`src/rtl/aes_ctrl_pkg.sv`:
```
// Shared types and constants for the AES-128 round sequencer.
package aes_ctrl_pkg;

    // Sequencer FSM states.
    typedef enum logic [1:0] {
        StIdle = 2'd0,
        StRun  = 2'd1,
        StDone = 2'd2
    } aes_fsm_e;

    localparam int unsigned NB_ROUNDS = 10;
    localparam int unsigned CNT_W     = 4;

    // Round counter value during the final round.
    localparam logic [CNT_W-1:0] LAST_CNT = CNT_W'(NB_ROUNDS);

    localparam logic [7:0] RCON_INIT = 8'h01;
    localparam logic [7:0] RCON_POLY = 8'h1B;

    // Multiply by x in GF(2^8) modulo the AES polynomial.
    function automatic logic [7:0] xtime(input logic [7:0] b);
        return {b[6:0], 1'b0} ^ (b[7] ? RCON_POLY : 8'h00);
    endfunction

endpackage

```
`src/rtl/aes_round_seq_if.sv`:
```
// Handshake and round-datapath signals of the AES round sequencer.
// The slave side is the sequencer; the master side is its environment
// (block producer/consumer plus the external round datapath).
interface aes_round_seq_if ();

    // Input handshake
    logic         in_valid;
    logic         in_ready;
    logic [127:0] in_pt;
    logic [127:0] in_key;

    // Output handshake
    logic         out_valid;
    logic         out_ready;
    logic [127:0] out_ct;

    // Round datapath link
    logic [127:0] rnd_state_in;
    logic [127:0] rnd_key_in;
    logic [7:0]   rnd_rcon;
    logic         rnd_last;
    logic [127:0] rnd_state_out;
    logic [127:0] rnd_key_out;

    modport master (
        output in_valid,
        output in_pt,
        output in_key,
        output out_ready,
        output rnd_state_out,
        output rnd_key_out,
        input  in_ready,
        input  out_valid,
        input  out_ct,
        input  rnd_state_in,
        input  rnd_key_in,
        input  rnd_rcon,
        input  rnd_last
    );

    modport slave (
        input  in_valid,
        input  in_pt,
        input  in_key,
        input  out_ready,
        input  rnd_state_out,
        input  rnd_key_out,
        output in_ready,
        output out_valid,
        output out_ct,
        output rnd_state_in,
        output rnd_key_in,
        output rnd_rcon,
        output rnd_last
    );

endinterface

```
`src/rtl/aes_rcon_gen.sv`:
```
// Round-constant register: loads the first RCON when a block is accepted
// and advances by xtime once per non-final round.
module aes_rcon_gen
    import aes_ctrl_pkg::*;
(
    input  logic       clk,
    input  logic       rst,
    input  logic       load,
    input  logic       step,
    output logic [7:0] rcon
);

    logic [7:0] rcon_q;
    logic [7:0] rcon_d;

    // Next RCON: load wins over step.
    always_comb begin
        rcon_d = rcon_q;
        if (load) begin
            rcon_d = RCON_INIT;
        end else if (step) begin
            rcon_d = xtime(rcon_q);
        end
    end

    // RCON register with synchronous reset.
    always_ff @(posedge clk) begin
        if (rst) begin
            rcon_q <= RCON_INIT;
        end else begin
            rcon_q <= rcon_d;
        end
    end

    assign rcon = rcon_q;

endmodule

```
`src/rtl/aes_round_seq.sv`:
```
// AES-128 round sequencer. Accepts a plaintext/key pair, iterates the
// external round datapath ten times, applies the final AddRoundKey and
// holds the ciphertext until the consumer takes it. One block in flight.
module aes_round_seq
    import aes_ctrl_pkg::*;
(
    input  logic           clk,
    input  logic           rst,
    aes_round_seq_if.slave bus
);

    aes_fsm_e         fsm_q;
    aes_fsm_e         fsm_d;
    logic [127:0]     state_q;
    logic [127:0]     state_d;
    logic [127:0]     key_q;
    logic [127:0]     key_d;
    logic [CNT_W-1:0] cnt_q;
    logic [CNT_W-1:0] cnt_d;

    logic             rcon_load;
    logic             rcon_step;
    logic [7:0]       rcon;
    logic             is_last;

    assign is_last = (cnt_q == LAST_CNT);

    aes_rcon_gen u_rcon_gen (
        .clk  (clk),
        .rst  (rst),
        .load (rcon_load),
        .step (rcon_step),
        .rcon (rcon)
    );

    // Next-state and output decode; every output defaults to its idle/zero value.
    always_comb begin
        fsm_d            = fsm_q;
        state_d          = state_q;
        key_d            = key_q;
        cnt_d            = cnt_q;
        rcon_load        = 1'b0;
        rcon_step        = 1'b0;

        bus.in_ready     = 1'b0;
        bus.out_valid    = 1'b0;
        bus.out_ct       = '0;
        bus.rnd_state_in = '0;
        bus.rnd_key_in   = '0;
        bus.rnd_rcon     = '0;
        bus.rnd_last     = 1'b0;

        unique case (fsm_q)
            StIdle: begin
                bus.in_ready = 1'b1;
                if (bus.in_valid) begin
                    state_d   = bus.in_pt;
                    key_d     = bus.in_key;
                    cnt_d     = CNT_W'(1);
                    rcon_load = 1'b1;
                    fsm_d     = StRun;
                end
            end

            StRun: begin
                bus.rnd_state_in = state_q;
                bus.rnd_key_in   = key_q;
                bus.rnd_rcon     = rcon;
                bus.rnd_last     = is_last;
                if (is_last) begin
                    // Final AddRoundKey with the last round key.
                    state_d = bus.rnd_state_out ^ bus.rnd_key_out;
                    fsm_d   = StDone;
                end else begin
                    state_d   = bus.rnd_state_out;
                    key_d     = bus.rnd_key_out;
                    rcon_step = 1'b1;
                    cnt_d     = cnt_q + CNT_W'(1);
                end
            end

            StDone: begin
                bus.out_valid = 1'b1;
                bus.out_ct    = state_q;
                if (bus.out_ready) begin
                    cnt_d = '0;
                    fsm_d = StIdle;
                end
            end

            default: begin
                fsm_d = StIdle;
            end
        endcase
    end

    // State registers with synchronous reset; reset also aborts a block in flight.
    always_ff @(posedge clk) begin
        if (rst) begin
            fsm_q   <= StIdle;
            state_q <= '0;
            key_q   <= '0;
            cnt_q   <= '0;
        end else begin
            fsm_q   <= fsm_d;
            state_q <= state_d;
            key_q   <= key_d;
            cnt_q   <= cnt_d;
        end
    end

    // Ciphertext must hold while the consumer stalls.
    a_ct_hold: assert property (@(posedge clk) disable iff (rst)
        (bus.out_valid && !bus.out_ready) |=> (bus.out_valid && $stable(bus.out_ct)));

    // Accepting and presenting never overlap.
    a_no_overlap: assert property (@(posedge clk) disable iff (rst)
        !(bus.in_ready && bus.out_valid));

    // The final-round flag only appears while rounds are running.
    a_last_in_run: assert property (@(posedge clk) disable iff (rst)
        bus.rnd_last |-> (!bus.in_ready && !bus.out_valid));

endmodule

```
`src/flat_wrapper.sv`:
```
// flat-port wrapper written by rule: the top's interface ports become plain ports
module aes_round_seq_flat import aes_ctrl_pkg::*;
  (clk, rst, bus_in_valid, bus_in_pt, bus_in_key, bus_out_ready, bus_rnd_state_out, bus_rnd_key_out, bus_in_ready, bus_out_valid, bus_out_ct, bus_rnd_state_in, bus_rnd_key_in, bus_rnd_rcon, bus_rnd_last);
  aes_round_seq_if bus_i ();
  input  logic clk;
  input  logic rst;
  input wire logic [$bits(bus_i.in_valid)-1:0] bus_in_valid;
  input wire logic [$bits(bus_i.in_pt)-1:0] bus_in_pt;
  input wire logic [$bits(bus_i.in_key)-1:0] bus_in_key;
  input wire logic [$bits(bus_i.out_ready)-1:0] bus_out_ready;
  input wire logic [$bits(bus_i.rnd_state_out)-1:0] bus_rnd_state_out;
  input wire logic [$bits(bus_i.rnd_key_out)-1:0] bus_rnd_key_out;
  output wire logic [$bits(bus_i.in_ready)-1:0] bus_in_ready;
  output wire logic [$bits(bus_i.out_valid)-1:0] bus_out_valid;
  output wire logic [$bits(bus_i.out_ct)-1:0] bus_out_ct;
  output wire logic [$bits(bus_i.rnd_state_in)-1:0] bus_rnd_state_in;
  output wire logic [$bits(bus_i.rnd_key_in)-1:0] bus_rnd_key_in;
  output wire logic [$bits(bus_i.rnd_rcon)-1:0] bus_rnd_rcon;
  output wire logic [$bits(bus_i.rnd_last)-1:0] bus_rnd_last;
  assign bus_i.in_valid = bus_in_valid;
  assign bus_i.in_pt = bus_in_pt;
  assign bus_i.in_key = bus_in_key;
  assign bus_i.out_ready = bus_out_ready;
  assign bus_i.rnd_state_out = bus_rnd_state_out;
  assign bus_i.rnd_key_out = bus_rnd_key_out;
  assign bus_in_ready = bus_i.in_ready;
  assign bus_out_valid = bus_i.out_valid;
  assign bus_out_ct = bus_i.out_ct;
  assign bus_rnd_state_in = bus_i.rnd_state_in;
  assign bus_rnd_key_in = bus_i.rnd_key_in;
  assign bus_rnd_rcon = bus_i.rnd_rcon;
  assign bus_rnd_last = bus_i.rnd_last;
  aes_round_seq u_core (.clk(clk), .rst(rst), .bus(bus_i));
endmodule
```
`config.mk`:
```
export PLATFORM = sky130hd
export DESIGN_NAME = aes_round_seq_flat
export DESIGN_NICKNAME = d
export VERILOG_FILES = /design/src/rtl/aes_ctrl_pkg.sv /design/src/rtl/aes_round_seq_if.sv /design/src/rtl/aes_rcon_gen.sv /design/src/rtl/aes_round_seq.sv /design/src/flat_wrapper.sv
export SDC_FILE = /design/constraint.sdc
export NUM_CORES = 1
export LEC_CHECK = 0
export BUFFER_PORTS_ARGS = -buffer_cell sky130_fd_sc_hd__buf_2
export CAP_MARGIN = 20
export CORE_AREA = 4 4 351 353
export CTS_BUF_LIST = sky130_fd_sc_hd__clkbuf_4
export CTS_CLUSTER_DIAMETER = 50
export DETAILED_ROUTE_END_ITERATION = 10
export DIE_AREA = 0 0 355 357
export GPL_TIMING_DRIVEN = 0
export PLACE_DENSITY = 0.43
export RECOVER_POWER = 50
export REMOVE_ABC_BUFFERS = 1
export SLEW_MARGIN = 30
export SYNTH_ARGS = -nofsm -noshare
export SYNTH_HDL_FRONTEND = slang
export SYNTH_SLANG_ARGS = --single-unit
```
`constraint.sdc`:
```
create_clock -name clk -period 2 [get_ports clk]
set_input_delay 0.2 -clock clk [delete_from_list [all_inputs] [get_ports clk]]
set_output_delay 0.2 -clock clk [all_outputs]
set_load 0.005 [all_outputs]
```
## Word level (Yosys, flattened, before mapping)

Index checks and enable logic that the tools add are counted.

| storage, ports and cells | value |
|---|---|
| bits of input ports | 516 |
| bits in registers | 270 |
| output and inout port bits | 395 |

| operators by class | value |
|---|---|
| add/sub/neg operators | 1 |
| bitwise gates (word level) | 2 |
| reductions and logical operators | 8 |
| equality and inequality tests | 7 |
| muxes and demuxes | 26 |

Operators with widths:

| cell | number |
|---|---|
| 128-bit two-way mux | 7 |
| 128-bit case mux with 2 select lines | 2 |
| 128-bit bitwise XOR | 1 |
| 4-bit two-way mux | 3 |
| 4-bit case mux with 3 select lines | 1 |
| 8-bit two-way mux | 1 |
| 8-bit bitwise XOR | 1 |
| 1-bit two-way mux | 7 |
| 2-bit two-way mux | 3 |
| 2-bit inequality test (second input constant) | 3 |
| 2-bit case mux with 3 select lines | 1 |
| 3-bit AND reduction | 2 |
| 5-bit two-way mux | 1 |
| 4-bit by 1-bit adder with 4-bit output (second input constant) | 1 |
| 4-bit == test (second input constant) | 1 |
| 4-bit AND reduction | 1 |
| 3-bit nonzero test | 1 |
| 2-bit by 1-bit == test with 1-bit output (second input constant) | 1 |
| 2-bit == test (second input constant) | 1 |
| 2-bit logical NOT | 1 |
| 2-bit by 1-bit inequality test with 1-bit output (second input constant) | 1 |
| 2-bit AND reduction | 1 |
| 2-bit nonzero test | 1 |
| 2-bit OR reduction | 1 |

## Depth between registers and ports, before layout

| logic depth | value |
|---|---|
| word-level depth | 3 |
| gate-level depth with buffers | 9 |

## Modules after synthesis

From an unflattened synthesis, not the netlist that was laid out.

| second synthesis, totals | value |
|---|---|
| cell total of the unflattened synthesis | 2096 |
| area total of the unflattened synthesis | 16955.0 sq um |

By module, submodules not included:

| module | seq. area each (sq um) | instances | area an instance (sq um) | cells an instance |
|---|---|---|---|---|
| aes_round_seq | 5245.0 | 1 | 16637.2 | 2065 |
| aes_rcon_gen | 160.2 | 1 | 317.8 | 31 |

## Worst setup path before layout

No wires, ideal clock.

| timing path | value |
|---|---|
| path type | reg-to-reg |
| from | reg u_core.fsm_q[0] |
| to | reg u_core.state_q[107] |
| cell stages (with the launch flop) | 9 |
| data arrival time | 1732 ps |
| path buffers | 2 |
| path slack | 140 ps |
| cells stage by stage | dfxtp_1 inv_1 ha_1 mux2_2 nor3b_1 buf_2 buf_2 a22oi_1 o21ai_0 |

| between the ends | value |
|---|---|
| word-level cells in the longest chain between the ends | 3 |

Ends and longest elaborated chain:

| what | line | RTL |
|---|---|---|
| from (decl) | aes_round_seq.sv:12 | `aes_fsm_e fsm_q;` |
| from (signal assigned) | aes_round_seq.sv:100 | `fsm_q <= StIdle;` |
| from (signal assigned) | aes_round_seq.sv:105 | `fsm_q <= fsm_d;` |
| 2-bit by 1-bit == test with 1-bit output or 2-bit logical NOT (tied branches) | aes_round_seq.sv:53 | `unique case (fsm_q)` |
| 2-bit nonzero test (no line) or 2-bit inequality test (tied branches) | - |  |
| 2-bit AND reduction (no line) | - |  |
| to (signal assigned) | aes_round_seq.sv:106 | `state_q <= state_d;` |
| to (decl) | aes_round_seq.sv:14 | `logic [127:0] state_q;` |

Several ways; a longest one is shown, not always the timed one.
A chain may end at the register's enable or synchronous reset.

## Worst setup path in the final report

| timing path | value |
|---|---|
| from | reg u_core.fsm_q[1] |
| to | reg u_core.state_q[113] |

The elaborated chain is that of the path after synthesis.

==> impl_metrics.env <==
export IMPL_area_growth_syn_to_layout_pct=136
export IMPL_fin_worst_hold_slack_ns=0.193
export IMPL_number_of_nets_with_antenna_violations_after_routing=0
export IMPL_postSynthRegisterBits=270
export IMPL_yosys_warnings=0
export IMPL_drv_slew=0
export IMPL_power_share_combinational=0.622
export IMPL_failed_checks="negative setup slack"
export IMPL_hold_path_depth=4
export IMPL_clockRootBuffer="clkbuf_4"
export IMPL_synth_largest_area_cell="dfxtp_1"
export IMPL_sequential_cell_area_um2=5420
export IMPL_cts_tree="yes"
export IMPL_final_hpwl_dp_mm=70.9
export IMPL_cts_num_sinks=270
export IMPL_yosys_cell_count_top_type="and2_1"
export IMPL_post_route_cells_drive_above_1_share=0.471
export IMPL_antenna_violations_before_repair=19
export IMPL_grt_start_max_net_pins=70
export IMPL_r2r_setup_slack_ns=-0.69
export IMPL_worstSetupStartpoint="u_core.fsm_q[1]"
export IMPL_synth_lib_cells_used_distinct=34
export IMPL_synth_flop_cell="dfxtp_1"
export IMPL_h_tree_depth=3
export IMPL_timing_final_ws_setup_ns=-0.686
export IMPL_whs_endpoint="u_core.state_q[26]"
export IMPL_critPathMaxFanout=8
export IMPL_placed_area_um2=21900
export IMPL_powerDensity_nw_per_um2=1160
export IMPL_worst_pin_slew_ns=0.930
export IMPL_cellLeakagePower_nw=15.4
export IMPL_track_usage=0.158
export IMPL_fin_crit_sh=1.34
export IMPL_die_area_um2=127000
export IMPL_crit_required_ns=2.75
export IMPL_clkSlewWorstSetupHoldPaths_ns=0.06
export IMPL_reg_to_reg_critical_path_startpoint="u_core.fsm_q[1]"
export IMPL_max_cap_violations=0
export IMPL_clk_latency_ns=0.89
export IMPL_top_level_ports=911
export IMPL_worstSetupStartpointType="flip-flop"
export IMPL_hold_path_class="in -> reg"
export IMPL_rr_endpoint="u_core.state_q[113]"
export IMPL_post_synth_main_area_contributors="dfxtp_1 36%, and2_1 16%, mux2i_1 8.8%"
export IMPL_postLayoutCellArea_um2=35500
export IMPL_routed_wire_length_per_instance_um=22.4
export IMPL_finalCriticalPeriod_ns=2.69
export IMPL_peakVddDrop_uv=730
export IMPL_gp_congestion=0.848
export IMPL_vias_in_the_first_global_route=21762
export IMPL_yosysSeqAreaShare=0.360
export IMPL_fp_dieH_um=357
export IMPL_sw_frac_of_total=0.411
export IMPL_synth_largest_type_area_fraction=0.360
export IMPL_max_freq_mhz=372
export IMPL_clock_skew_final_ns=0.0685
export IMPL_die_width_um=355
export IMPL_power_share_sequential=0.234
export IMPL_worstSetupEndpointType="flip-flop"
export IMPL_vias=21159
export IMPL_setup_violations_final=639
export IMPL_drt_first_iter_violations=1335
export IMPL_globalRoute_totalOverflow=0
export IMPL_grt_setup_unrepaired="yes"
export IMPL_synthesis_area_um2=15000
export IMPL_synth_cells=1790
export IMPL_wl_mm=117
export IMPL_max_clock_path_buffers=3
export IMPL_worst_slew_margin_rel=0.380
export IMPL_drt_drc_violations_left=0
export IMPL_design_core_area_um2=120000
export IMPL_hp_start="bus_rnd_state_out[26]"
export IMPL_internal_power_mw=24.3
export IMPL_synth_edf_count=0
export IMPL_synthArstFlopShare=0
export IMPL_clkPwrFrac=0.144
export IMPL_cts_made_buffers=93
export IMPL_layout_nets=4060
export IMPL_area_used_by_multi_input_combinational_logic_um2=10500
export IMPL_drt_pre_antenna_iters=5
export IMPL_initial_utilization=0.125
export IMPL_postSynthAreaPerCell_um2=8.39
export IMPL_portBuffers=910
export IMPL_cp_arrival_ns=3.43
export IMPL_report_final_hold_viol_count=0
export IMPL_count_of_fill_cells_added_during_filler_insertion=12487
export IMPL_setup_worst_path_class="reg -> reg"
export IMPL_power_net_switching_mw=16.9
export IMPL_synth_cells_most_frequent="393 x and2_1, 270 x dfxtp_1, 142 x nand2_1"
export IMPL_core_rowCount=127
export IMPL_detail_routed_via_count_per_cell=4.06
export IMPL_grt_first_pass_wirelength_mm=149
export IMPL_outcome="finished with violations"
export IMPL_reg2regPathDepth=16
-- metal layers --
metal | up-vias | global-route usage | share of wire
li1 | 9687 | - | -
met4 | 4 | 0.0616 | 0.039
met3 | 241 | 0.0413 | 0.080
met5 | - | 0 | 0.00017
met2 | 1025 | 0.264 | 0.47
met1 | 10202 | 0.194 | 0.41
-- what timing repair did --
| action | CTS | global route |
|---|---|---|
| resized for setup | 603 | 303 |
| cloned | 28 | 31 |
| setup buffers | 81 | 44 |
| pin swaps | 106 | 57 |
| hold buffers | 663 | 0 |
| endpoints found under the hold margin | 270 | 0 |
| endpoints found under the setup margin | 655 | 660 |
-- flip-flops by register name (all words and copies together), names as in the netlist --
register                cells
u_core.u_rcon_gen.rcon      8
u_core.fsm_q                2
u_core.cnt_q                4
u_core.state_q            128
u_core.key_q              128
-- logic make-up after synthesis --
logic type / count (synthesis) / synth area share
AOI/OAI and AO/OA: 398 / 0.179
xor gates and xnor gates: 131 / 0.0764
adders and majority gates: 7 / 0.00583
buffers and inverters: 163 / 0.0491
DFF: 270 / 0.360
muxes: 133 / 0.0887
and+or+nand+nor: 688 / 0.241
-- critical path, stage by stage (launching register included) --
cell	delay [ns]
dfxtp_4	0.37
inv_6	0.04
buf_6	0.11
ha_4	0.16
mux2_4	0.30
nor3b_4	0.16
buf_6	0.15
buf_12	0.12
buf_8	0.12
buf_8	0.12
buf_8	0.12
buf_8	0.12
buf_8	0.12
buf_12	0.13
buf_12	0.14
a22oi_2	0.17
o21ai_1	0.08
-- power by group through the flow --
| stage | clock, mW | sequential (mW) | combinational [mW] |
|---|---|---|---|
| 6_report | 5.95 | 9.65 | 25.6 |
| 5_1_grt | 6.49 | 9.87 | 27.1 |
| 4_1_cts | 6.23 | 9.45 | 23.0 |
| 3_5_place_dp | 0 | 9.19 | 13.3 |
| 3_3_place_gp | 0 | 6.68 | 4.84 |
| 2_1_floorplan | 0 | 7.10 | 4.11 |
-- area by class of cell --
cell class | instances | area share
multi-input cells | 1358 | 0.296
diodes | 12 | 0.000846
well taps | 1612 | 0.0568
clock buffers | 129 | 0.0273
inverters | 3 | 0.000529
repair buffers | 1811 | 0.463
clock inverters | 22 | 0.00296
flip-flops and latches | 270 | 0.153
-- through the flow --
step	power [mW]	setup WS [ns]	utilization	setup TNS, ns	cells
after detailed placement	22.5	-1.65	0.183	-259.22	4214
final	41.2	-0.686	0.296	-274.44	5217
after CTS	38.6	-0.790	0.278	-344.37	5136
after floorplan	11.2	-11.22	-	-3312.16	1630
after global routing	43.5	-0.793	0.296	-379.68	5210
after global placement	11.5	-37.67	0.174	-	4152
-- worst max path at each step --
stage and to:
2_1_floorplan u_core.state_q[0], 3_3_place_gp u_core.state_q[22], 3_5_place_dp u_core.state_q[118], 4_1_cts bus_out_ct[35]
5_1_grt bus_rnd_state_in[62], 6_report u_core.state_q[113]
-- cells in the final DEF (no fill, tap or decap), drive strengths merged, types with 2 or more instances in the layout --
master and n:
mux2i 132, o21ai 128, inv 6, clkinv 17, nor3b 4, and2 393
diode 12, nor2b 3, nand2 142, nand3 2, xnor2 3, dlygate4sd3 663
a21oi 4, bufbuf 3, a211oi 133, a21o 2, xor2 128, clkinvlp 2
ha 7, clkbuf 152, nand3b 2, buf 1122, a22oi 128, nor2 137
and3b 2, dfxtp 270
No activity file was read; power rests on OpenSTA's default activity.
